--- config.mk ---
export PLATFORM = sky130hd
export DESIGN_NAME = spi_arbiter
export DESIGN_NICKNAME = d
export VERILOG_FILES = /design/src/rtl/spi_arbiter_pkg.sv /design/src/rtl/spi_rr_picker.sv /design/src/rtl/spi_arbiter.sv
export SDC_FILE = /design/constraint.sdc
export NUM_CORES = 1
export LEC_CHECK = 0
export ABC_AREA = 1
export BUFFER_PORTS_ARGS = -buffer_cell sky130_fd_sc_hd__buf_2
export CAP_MARGIN = 40
export CORE_ASPECT_RATIO = 1.4
export CORE_UTILIZATION = 30
export CTS_CLUSTER_DIAMETER = 200
export DETAILED_ROUTE_END_ITERATION = 16
export SLEW_MARGIN = 5
export SYNTH_ARGS = -nofsm -noshare
export SYNTH_HDL_FRONTEND = slang
export SYNTH_HIERARCHICAL = 1
export SYNTH_SLANG_ARGS = --single-unit
--- constraint.sdc ---
create_clock -name clk -period 2.1 [get_ports clk]
set_clock_uncertainty 0.2 [all_clocks]
set_input_delay 0.105 -clock clk [delete_from_list [all_inputs] [get_ports clk]]
set_output_delay 0.105 -clock clk [all_outputs]
set_load 0.01 [all_outputs]
--- src/rtl/spi_arbiter_pkg.sv ---
// Shared types and default sizing for the SPI requester arbiter.
package spi_arb_pkg;

    localparam int unsigned NUM_REQ_DEF     = 4;
    localparam int unsigned DATA_W_DEF      = 8;
    localparam int unsigned TIMEOUT_CYC_DEF = 64;

    typedef enum logic [1:0] {
        IDLE,
        START,
        BUSY,
        DONE
    } state_t;

endpackage

--- src/rtl/spi_rr_picker.sv ---
// Combinational round-robin winner: first asserted request at or after rr_ptr, wrapping.
module spi_rr_picker
    import spi_arb_pkg::*;
#(
    parameter int unsigned NUM_REQ = NUM_REQ_DEF,
    localparam int unsigned IDX_W  = $clog2(NUM_REQ)
) (
    input  logic [NUM_REQ-1:0] req,
    input  logic [IDX_W-1:0]   rr_ptr,
    output logic               valid,
    output logic [IDX_W-1:0]   idx
);

    logic [IDX_W-1:0] cand;

    always_comb begin
        valid = 1'b0;
        idx   = '0;
        cand  = '0;
        for (int unsigned i = 0; i < NUM_REQ; i++) begin
            cand = IDX_W'((32'(rr_ptr) + i) % NUM_REQ);
            if (!valid && req[cand]) begin
                valid = 1'b1;
                idx   = cand;
            end
        end
    end

endmodule

--- src/rtl/spi_arbiter.sv ---
// Shares one SPI master between NUM_REQ requesters with round-robin fairness.
// Define SPI_ARB_TIMEOUT_EN to add the BUSY watchdog and the timeout_err port.
module spi_arbiter
    import spi_arb_pkg::*;
#(
    parameter int unsigned NUM_REQ     = NUM_REQ_DEF,
    parameter int unsigned DATA_W      = DATA_W_DEF,
`ifdef SPI_ARB_TIMEOUT_EN
    parameter int unsigned TIMEOUT_CYC = TIMEOUT_CYC_DEF,
`endif
    localparam int unsigned IDX_W      = $clog2(NUM_REQ)
) (
    input  logic                      clk,
    input  logic                      rst_n,
    input  logic [NUM_REQ-1:0]        req,
    input  logic [NUM_REQ*DATA_W-1:0] req_data,
    output logic [NUM_REQ-1:0]        ack,
    output logic [DATA_W-1:0]         rsp_data,
    output logic [IDX_W-1:0]          grant_id,
    output logic                      busy,
    output logic                      spi_start,
    output logic [DATA_W-1:0]         spi_tx_data,
    input  logic [DATA_W-1:0]         spi_rx_data,
    input  logic                      spi_done,
    input  logic                      spi_ss_n,
    output logic [NUM_REQ-1:0]        slv_ss_n
`ifdef SPI_ARB_TIMEOUT_EN
    ,
    output logic                      timeout_err
`endif
);

    state_t           state;
    logic [IDX_W-1:0] rr_ptr;
    logic             pick_valid;
    logic [IDX_W-1:0] pick_idx;

`ifdef SPI_ARB_TIMEOUT_EN
    localparam int unsigned CNT_W = $clog2(TIMEOUT_CYC + 1);
    logic [CNT_W-1:0] to_cnt;
`endif

    spi_rr_picker #(
        .NUM_REQ (NUM_REQ)
    ) u_picker (
        .req    (req),
        .rr_ptr (rr_ptr),
        .valid  (pick_valid),
        .idx    (pick_idx)
    );

    always_ff @(posedge clk) begin
        if (!rst_n) begin
            state       <= IDLE;
            rr_ptr      <= '0;
            grant_id    <= '0;
            spi_tx_data <= '0;
            rsp_data    <= '0;
            ack         <= '0;
            spi_start   <= 1'b0;
`ifdef SPI_ARB_TIMEOUT_EN
            to_cnt      <= '0;
            timeout_err <= 1'b0;
`endif
        end else begin
            ack       <= '0;
            spi_start <= 1'b0;
            unique case (state)
                IDLE: begin
                    if (pick_valid) begin
                        grant_id    <= pick_idx;
                        spi_tx_data <= req_data[32'(pick_idx)*DATA_W +: DATA_W];
                        spi_start   <= 1'b1;
                        state       <= START;
                    end
                end
                START: begin
`ifdef SPI_ARB_TIMEOUT_EN
                    to_cnt <= '0;
`endif
                    state  <= BUSY;
                end
                BUSY: begin
                    // ack is registered here so it is high exactly during DONE
                    if (spi_done) begin
                        rsp_data       <= spi_rx_data;
                        ack[grant_id]  <= 1'b1;
                        state          <= DONE;
                    end
`ifdef SPI_ARB_TIMEOUT_EN
                    else if (to_cnt == CNT_W'(TIMEOUT_CYC - 1)) begin
                        rsp_data       <= '1;
                        ack[grant_id]  <= 1'b1;
                        timeout_err    <= 1'b1;
                        state          <= DONE;
                    end else begin
                        to_cnt <= to_cnt + 1'b1;
                    end
`endif
                end
                DONE: begin
                    rr_ptr <= IDX_W'((32'(grant_id) + 1) % NUM_REQ);
                    state  <= IDLE;
                end
            endcase
        end
    end

    assign busy = (state != IDLE);

    always_comb begin
        slv_ss_n = '1;
        if (state != IDLE) begin
            slv_ss_n[grant_id] = spi_ss_n;
        end
    end

endmodule

==> out/qor.csv, run 1 <==
metric;value;unit
area grow syn2layout;56.2;%
Worst-Skew Late Latency;270;ps
number of synthesis warnings;6;
sequential fraction of the synthesis area;32.1;%
Final Hold Fails;0;
total power;2.86;mW
setup tns final;0;ps
dpl cell area;2100;sq um
die width;65.3;um
commonest non-fill, non-tap cell in the layout;buf_2;
reg2reg start;rr_ptr[0]$_SDFFE_PN0N_;
Hold Path Class;input pin to flip-flop;
pin count of the biggest net entering global routing;23;
Clock Tree Buf Depth;2;
Yosys top cell area share;32.1;%
first-pass detailed-route iteration total;4;
Worst Setup End Kind;flip-flop;
Max IR drop VDD;527;uV
most frequent cells in the layout;75 x buf_2, 73 x nand2_1, 37 x dlygate4sd3_1, 29 x nor2_1, 25 x dfxtp_1;
Avg Cell Area, Syn;6.87;sq um
final setup fails;0;
routability cong.;0.802;
post-route ant nets;0;
Clock Pin Slew Worst Setup and Hold Paths;90;ps
Post-Synthesis Cell Area;1680;sq um
WHS;1.21;ps
Port-buffer cells;75;
CP startpoint;rr_ptr[0]$_SDFFE_PN0N_;
Worst Path Arrival;1890;ps
final worst path period need;1920;ps
design area;2630;sq um
Boundary Pins;76;
CTS tree;done;
Via density;4.39;
worst hold start;req_data[29];
synthesized instance count;245;
global-route wire length before repair;7.63;mm
Crit Path Max Fanout;16;
period utilisation layout;91.6;%
hold path cells;5;
Root Buffer;clkbuf_8;
RSZ-0062 raised after global routing;false;
hpwl dp;3.20;mm
Final Max Slew Viols;0;
initial antenna violation count;0;
WP data required;2070;ps
Core ar.;5280;sq um
Tightest Pin Transition;406;ps
outcome;completed;
Worst R2R Path Depth;16;
FF+latch count, synth;27;
Total GRT Usage;16.3;%
Area contributors post-synth;dfxtp_1 32%, nand2_1 17%, nor2_1 6.5%;
Leakage;1.34;nW
crit start category;flip-flop;
Post-route DRC;0;
Max-Cap Viols;0;
vias in the first global route;1751;
drt total wl;4.79;mm
clk sinks;27;
grt ovf;0;
Crit Path Category;flip-flop to flip-flop;
count of different cell masters after synthesis;27;
layout cells sized above 1;34.9;%
H-tree depth;1;
Synth area leader;dfxtp_1;
die height;90.6;um
slew margin rel.;72.9;%
drt wl/cell;11.1;um
fin nets;421;
die area;5920;sq um
Num CTS Buffers;3;
max frequency;0.520;GHz
Cell Rows;31;
power density cells;1090;nW/um^2
Initial Util;31.9;%
initial drt markers;56;
via count;1894;
Synthesized Nets;301;
## critical path, stage by stage (launching register included)
cell     delay, ps
dfxtp_4        360
buf_4          140
nand2_1        100
nand2_4         80
nand2_2         60
nand2_2         60
nor2_4         130
nand3_2         80
nand2_2         60
nand2_2         60
inv_4           90
buf_12         130
inv_8           50
nand2_1         50
nand3_1         60
nand2_1         70
a21oi_1         50
## registers in the layout (all words and copies together), names as in the netlist
| register | cells |
|---|---|
| rr_ptr | 2 |
| spi_tx_data | 8 |
| state | 2 |
| spi_start | 1 |
| grant_id | 2 |
| rsp_data | 8 |
| ack | 4 |
## power by group
group	switching, mW	internal (mW)	leakage (nW)	total, mW
logic	1.01	0.784	1.10	1.79
registers	0.103	0.657	0.223	0.760
clock network	0.173	0.135	0.0217	0.308
total	1.28	1.58	1.34	2.86
## per-layer routing
metal,routed length (um),track usage [%],vias up
li1,-,-,1007
met1,1940,18.0,810
met2,2480,29.3,61
met3,191,1.77,16
met4,183,8.70,0
met5,0,0,-
## kinds of logic after synthesis
kind of cell / count (synthesis) / synth area share (%)
flip-flops: 27 / 32.1
adder cells (fa/ha/maj): 8 / 5.95
AND/OR/NAND/NOR: 148 / 40.8
buffers and inverters: 32 / 10.9
AO/OA/AOI/OAI: 30 / 10.2
## synth_stat cells
cell / n
a21oi_1: 7
dfxtp_1: 27
nand3_1: 21
buf_12: 1
clkbuf_4: 1
inv_8: 1
nor2_4: 3
nand2_4: 4
nand3_2: 3
o21ai_1: 5
nand3b_1: 1
o21ai_0: 12
inv_1: 19
buf_6: 3
buf_8: 1
buf_1: 1
o21ai_2: 3
nand4_1: 1
nand2_2: 10
nor2_1: 29
nor2_2: 1
inv_4: 1
ha_1: 8
inv_2: 4
nand2_1: 75
a21oi_2: 2
a211oi_1: 1
## path summary, 6_finish.rpt
check	endpoint	slack [ps]
min	spi_tx_data[5]$_SDFFE_PN0P_	1
min reg2reg	rsp_data[5]$_SDFFE_PN0P_	280
max reg2reg	spi_tx_data[5]$_SDFFE_PN0P_	180
max	spi_tx_data[5]$_SDFFE_PN0P_	180
## layout make-up
cell class	count	area, sq um
flip-flops and latches	27	548
clock buffers	3	41.3
clock inverters	1	7.51
repair buffers	122	872
inverters	25	106
diodes	1	2.50
fillers	556	2650
well taps	66	82.6
multi-input cells	186	968
## repair_timing
action,CTS,global route
setup endpoints to repair,0,9
hold endpoints to repair,16,0
hold buffers,37,0
resized for setup,0,11
setup buffers,0,5
## stage by stage
stage	cells	worst slack, ps	utilization, %
finish	431	177	49.8
global route	430	11.0	49.8
CTS	423	49.2	47.7
detailed placement	382	47.6	39.7
global placement	382	77.2	39.7
floorplan	245	244	-
No activity file was read; power rests on OpenSTA's default activity.
==> run 2: changes to the inputs <==
- ABC_AREA: 1 -> default
==> run 2 against run 1 <==
Compared with the run above: hold slack gained 43 ps; sequential share of layout area grew 3.3 points; first-iteration DRC count shrank 14%; highest routed layer unchanged; register-to-register slack gained 30 ps.
==> out/qor.csv, run 2 <==
metric;value;unit;change
FF+latch count, synth;27;;unchanged
biggest regs;rsp_data x8, spi_tx_data x8, ack x4;;unchanged
CP max stage delay;390;ps;was 360 ps
initial antenna violation count;0;;unchanged
Avg Cell Area, Syn;8.77;sq um;was 6.87 sq um
Sw Ratio;35.4;%;was 44.9%
WP data required;2090;ps;was 2070 ps
Initial Util;31.3;%;was 31.9%
Synthesized Nets;207;;was 301
sequential share of power;40.2;%;was 26.6%
Leakage;1.04;nW;was 1.34 nW
Hold Path Class;input pin to flip-flop;;unchanged
Post-Synthesis Cell Area;1330;sq um;was 1680 sq um
final core utilization;52.8;%;was 49.8%
period utilisation layout;90.3;%;was 91.6%
final setup fails;0;;unchanged
Final Hold Fails;0;;unchanged
routability cong.;0.753;;was 0.802
share of flip-flops with an asynchronous set or reset;0;%;unchanged
Clock Pin Slew Worst Setup and Hold Paths;90;ps;about the same
WHS;43.9;ps;was 1.21 ps
outcome;completed;;unchanged
Synth top cells by count;27 x dfxtp_1, 24 x nand2_1, 18 x mux2i_1, 15 x a21oi_1, 11 x nand3_1;;was 75 x nand2_1, 29 x nor2_1, 27 x dfxtp_1, 21 x nand3_1, 19 x inv_1
global-route wire length before repair;5.77;mm;was 7.63 mm
power density cells;753;nW/um^2;was 1090 nW/um^2
die height;80.6;um;was 90.6 um
Cell Rows;28;;was 31
Yosys top cell area share;40.8;%;was 32.1%
max frequency;0.528;GHz;was 0.520 GHz
Num CTS Buffers;3;;unchanged
Boundary Pins;76;;unchanged
most frequent cells in the layout;75 x buf_2, 40 x dlygate4sd3_1, 27 x dfxtp_1, 24 x nand2_1, 18 x mux2i_1;;was 75 x buf_2, 73 x nand2_1, 37 x dlygate4sd3_1, 29 x nor2_1, 25 x dfxtp_1
critical path's slowest cell;dfxtp_1;;was dfxtp_4
Tightest Pin Transition;381;ps;was 406 ps
dpl ws;184;ps;was 47.6 ps
Clock Tree Buf Depth;2;;unchanged
slew margin rel.;74.5;%;was 72.9%
Inserted Diodes;0;;was 1
setup tns final;0;ps;unchanged
Worst Path Arrival;1890;ps;about the same
clk sinks;27;;unchanged
Post-synth EDFFs;0;;unchanged
via count;1475;;was 1894
area grow syn2layout;68.9;%;was 56.2%
Comb power frac;42.0;%;was 62.7%
vias in the first global route;1405;;was 1751
Crit Path Category;flip-flop to flip-flop;;unchanged
Max-Cap Viols;0;;unchanged
post-route ant nets;0;;unchanged
internal power;1.09;mW;was 1.58 mW
drt wl/cell;11.7;um;was 11.1 um
final worst path period need;1900;ps;was 1920 ps
Core ar.;4240;sq um;was 5280 sq um
top-count cell post-synth;dfxtp_1;;was nand2_1
layout cells sized above 1;32.6;%;was 34.9%
die width;58.2;um;was 65.3 um
Synth area leader;dfxtp_1;;unchanged
CP Cell Sequence;inv_2 -> a221o_1 -> a21oi_1 -> nand4_1 -> o221ai_1;;was buf_4 -> nand2_1 -> nand2_4 -> nand2_2 -> nand2_2 -> nor2_4 -> nand3_2 -> nand2_2 -> nand2_2 -> inv_4 -> buf_12 -> inv_8 -> nand2_1 -> nand3_1 -> nand2_1 -> a21oi_1
number of synthesis warnings;6;;unchanged
crit start category;flip-flop;;unchanged
Worst-Skew Late Latency;270;ps;about the same
CTS tree;done;;unchanged
P_sw;0.597;mW;was 1.28 mW
Post-route DRC;0;;unchanged
count of different cell masters after synthesis;25;;was 27
commonest non-fill, non-tap cell in the layout;buf_2;;unchanged
first-pass detailed-route iteration total;6;;was 4
grt ovf;0;;unchanged
Max IR drop VDD;308;uV;was 527 uV
Crit Path Max Fanout;8;;was 16
Via density;4.51;;was 4.39
fin nets;324;;was 421
drt total wl;3.84;mm;was 4.79 mm
Most used DFF post-synth;dfxtp_1;;unchanged
sequential fraction of the synthesis area;40.8;%;was 32.1%
hpwl dp;2.52;mm;was 3.20 mm
Worst Setup End Kind;flip-flop;;unchanged
Port-buffer cells;75;;unchanged
Total GRT Usage;15.8;%;was 16.3%
Final Max Slew Viols;0;;unchanged
initial drt markers;48;;was 56
H-tree depth;1;;unchanged
fin worst setup slack;204;ps;was 177 ps
die area;4690;sq um;was 5920 sq um
Root Buffer;clkbuf_8;;unchanged
pin count of the biggest net entering global routing;18;;was 23
RSZ-0062 raised after global routing;false;;unchanged
synthesized instance count;151;;was 245
clock network fraction of design power;17.8;%;was 10.8%
Area contributors post-synth;dfxtp_1 41%, mux2i_1 14%, ha_1 7.6%;;was dfxtp_1 32%, nand2_1 17%, nor2_1 6.5%
-- run 2: power groups by stage --
stage | clock network, mW | registers [mW] | logic (mW)
floorplan | 0 | 0.724 | 0.363
global placement | 0 | 0.690 | 0.644
detailed placement | 0 | 0.687 | 0.652
CTS | 0.313 | 0.677 | 0.710
global route | 0.327 | 0.696 | 0.776
finish | 0.300 | 0.678 | 0.708
-- run 2: worst paths after layout --
kind | from | end | slack, ps | depth (start not counted)
setup / recovery | rr_ptr[0]$_SDFFE_PN0N_ | spi_tx_data[7]$_SDFFE_PN0P_ | 200 | 5
hold / removal | spi_done | state[1]$_SDFFE_PN0P_ | 40 | 4
setup reg to reg | rr_ptr[0]$_SDFFE_PN0N_ | spi_tx_data[7]$_SDFFE_PN0P_ | 200 | 5
hold reg to reg | rsp_data[3]$_SDFFE_PN0P_ | rsp_data[3]$_SDFFE_PN0P_ | 260 | 2
-- run 2: layer usage --
metal | up-vias | track usage [%] | part of all wire [%]
met5 | - | 0 | 0
met4 | 0 | 4.29 | 0.50
met3 | 2 | 2.42 | 5.0
met2 | 52 | 32.0 | 55
met1 | 663 | 16.2 | 40
li1 | 758 | - | -
-- run 2: cells by family (layout without fill, tap and decap cells) --
kind of cell | Yosys count | after routing | share of synthesized area [%]
adder cells (fa/ha/maj) | 8 | 8 | 7.55
flip-flops | 27 | 27 | 40.8
buffers and inverters | 18 | 134 | 5.57
AO/OA/AOI/OAI | 29 | 29 | 14.7
AND/OR/NAND/NOR | 51 | 51 | 17.8
multiplexers | 18 | 18 | 13.6
-- run 2: through the flow --
stage          cells  total power [mW]  area, sq um
2_1_floorplan    151              1.09         1330
3_3_place_gp     283              1.33         1790
3_5_place_dp     283              1.34         1790
4_1_cts          327              1.70         2240
5_1_grt          327              1.80         2240
6_report         327              1.69         2240
-- run 2: repair_timing --
item | in CTS | in global routing
endpoints found under the hold margin | 16 | 0
gates resized for setup | 0 | 0
setup buffers | 0 | 0
hold buffers | 40 | 0
-- run 2: worst max-delay path: cells and delay by family (launching register included) --
kind,cells,cell delay [ps]
AO/OA/AOI/OAI,3,830
flip-flops,1,390
AND/OR/NAND/NOR,1,350
buffers and inverters,1,50
-- run 2: area by class of cell --
cell class | count | area (sq um)
clock inverters | 1 | 7.51
flip-flops and latches | 27 | 541
fillers | 404 | 2000
well taps | 60 | 75.1
repair buffers | 119 | 818
clock buffers | 3 | 41.3
inverters | 11 | 41.3
multi-input cells | 106 | 714
==> run 3: changes to the inputs <==
- clock period: 2.1 -> 1.65 ns (I/O delays scaled with it)
==> run 3 against run 2 <==
Compared with the run above: the run now ends with negative setup slack left; largest power group unchanged; cell count rose by 3.4%; core utilization rose by 5.5 points; sequential cell count did not move; via count rose by 5.6%; clock-buffer cell count did not move; maximum frequency rose by 12%; critical path type unchanged; critical path depth rose by 1; register-to-register slack got worse by 250 ps.
==> out/qor.csv, run 3 (same netlist as run 2, synthesis figures left out) <==
metric;value;unit;change
outcome;complete, but fails checks;;was completed
failing checks;negative setup slack;;
routability cong.;0.765;;was 0.753
Tightest Pin Transition;273;ps;was 381 ps
Comb power frac;47.5;%;was 42.0%
CP Cell Sequence;buf_6 -> a221o_1 -> a21oi_2 -> buf_4 -> or3_4 -> o221ai_2;;was inv_2 -> a221o_1 -> a21oi_1 -> nand4_1 -> o221ai_1
commonest non-fill, non-tap cell in the layout;buf_2;;unchanged
most frequent cells in the layout;75 x buf_2, 40 x dlygate4sd3_1, 25 x dfxtp_1, 24 x nand2_1, 13 x mux2i_1;;was 75 x buf_2, 40 x dlygate4sd3_1, 27 x dfxtp_1, 24 x nand2_1, 18 x mux2i_1
internal power;1.53;mW;was 1.09 mW
slew margin rel.;81.8;%;was 74.5%
initial drt markers;47;;was 48
die width;58.2;um;unchanged
Max IR drop VDD;534;uV;was 308 uV
H-tree depth;1;;unchanged
post-route ant nets;0;;unchanged
hpwl dp;2.62;mm;was 2.52 mm
final setup fails;8;;was 0
Cell Rows;28;;unchanged
critical path's slowest cell;or3_4;;was dfxtp_1
Crit Path Max Fanout;8;;unchanged
biggest regs;rsp_data x8, spi_tx_data x8, ack x4;;unchanged
Boundary Pins;76;;unchanged
period utilisation layout;103;%;was 90.3%
Via density;4.61;;was 4.51
Max-Cap Viols;0;;unchanged
Post-route DRC;0;;unchanged
layout cells sized above 1;43.9;%;was 32.6%
Filler cells;379;;was 404
grt ovf;0;;unchanged
sequential share of power;36.1;%;was 40.2%
clock network fraction of design power;16.3;%;was 17.8%
pin count of the biggest net entering global routing;18;;unchanged
fin nets;335;;was 324
Crit Path Category;flip-flop to flip-flop;;unchanged
Worst Setup End Kind;flip-flop;;unchanged
Core ar.;4240;sq um;unchanged
P_sw;0.843;mW;was 0.597 mW
initial antenna violation count;0;;unchanged
Hold Path Class;input pin to flip-flop;;unchanged
Clock Tree Buf Depth;2;;unchanged
drt total wl;4.45;mm;was 3.84 mm
Initial Util;31.3;%;unchanged
RSZ-0062 raised after global routing;true;;was false
drt wl/cell;13.2;um;was 11.7 um
Port-buffer cells;75;;unchanged
global-route wire length before repair;6.63;mm;was 5.77 mm
fin worst setup slack;-42.7;ps;was 204 ps
WHS;36.3;ps;was 43.9 ps
clk sinks;27;;unchanged
final worst path period need;1690;ps;was 1900 ps
Sw Ratio;35.5;%;was 35.4%
Leakage;1.12;nW;was 1.04 nW
vias in the first global route;1492;;was 1405
via count;1557;;was 1475
area grow syn2layout;86.7;%;was 68.9%
first-pass detailed-route iteration total;4;;was 6
WP data required;1640;ps;was 2090 ps
Clock Pin Slew Worst Setup and Hold Paths;90;ps;about the same
Worst Path Arrival;1690;ps;was 1890 ps
CP max stage delay;440;ps;was 390 ps
Inserted Diodes;0;;unchanged
power density cells;960;nW/um^2;was 753 nW/um^2
die area;4690;sq um;unchanged
die height;80.6;um;unchanged
total power;2.37;mW;was 1.69 mW
max frequency;0.591;GHz;was 0.528 GHz
Root Buffer;clkbuf_8;;unchanged
Worst-Skew Late Latency;270;ps;about the same
crit start category;flip-flop;;unchanged
CTS tree;done;;unchanged
Final Hold Fails;0;;unchanged
Num CTS Buffers;3;;unchanged
Total GRT Usage;18.4;%;was 15.8%
Final Max Slew Viols;0;;unchanged
-- run 3: through the flow --
| stage | area, sq um | utilization [%] | std cells | setup TNS, ps | setup slack, ps |
|---|---|---|---|---|---|
| after floorplan | 1340 | - | 151 | 0 | 17.3 |
| after CTS | 2350 | 55.5 | 336 | -14.3 | -10.7 |
| after global routing | 2470 | 58.4 | 338 | -707 | -126 |
| final | 2470 | 58.4 | 338 | -198 | -42.7 |
| after detailed placement | 1840 | 43.4 | 289 | -539 | -82.8 |
| after global placement | 1840 | 43.4 | 289 | -146 | -23.6 |
-- run 3: path summary, 6_finish.rpt --
check,from,end,slack (ps),cells past startpoint
min,req[3],grant_id[1]$_SDFFE_PN0P_,40,5
max,rr_ptr[1]$_SDFFE_PN0N_,spi_tx_data[2]$_SDFFE_PN0P_,-40,6
max reg2reg,rr_ptr[1]$_SDFFE_PN0N_,spi_tx_data[2]$_SDFFE_PN0P_,-40,6
min reg2reg,rsp_data[5]$_SDFFE_PN0P_,rsp_data[5]$_SDFFE_PN0P_,260,2
-- run 3: worst max-delay path, delay by kind of cell (launching register included) --
kind	cells	cell delay [ps]
flops	1	350
compound gates	3	370
simple gates	1	440
buf+inv	2	240
-- run 3: final cells by class --
cell class                      instances  area (sq um)  share of cell area [%]
Timing Repair Buffer                  130           926                    37.4
Multi-Input combinational cell        106           836                    33.8
Sequential cell                        27           546                    22.1
Tap cell                               60          75.1                    3.03
Clock buffer                            3          41.3                    1.67
Inverter                               11          41.3                    1.67
Clock inverter                          1          8.76                   0.354
-- run 3: power groups by stage --
stage               Sequential, mW  Clock [mW]  Combinational (mW)
floorplan                    0.921           0               0.468
global placement             0.862           0               0.898
detailed placement           0.865           0               0.897
CTS                          0.852       0.410                1.02
global route                 0.875       0.439                1.23
finish                       0.858       0.388                1.13
-- run 3: per-layer routing --
metal | up-vias | part of all wire, % | track usage, %
li1 | 782 | - | -
met1 | 702 | 39 | 19.1
met2 | 63 | 53 | 36.4
met3 | 10 | 5.8 | 3.54
met4 | 0 | 2.0 | 5.00
met5 | - | 0 | 0
-- run 3: timing repair --
| item | in CTS | in global routing |
|---|---|---|
| pin swaps | 6 | 11 |
| setup endpoints to repair | 8 | 21 |
| gates cloned | 1 | 0 |
| resized for setup | 6 | 26 |
| setup buffers | 2 | 2 |
| hold endpoints to repair | 16 | 0 |
| hold buffers | 40 | 0 |
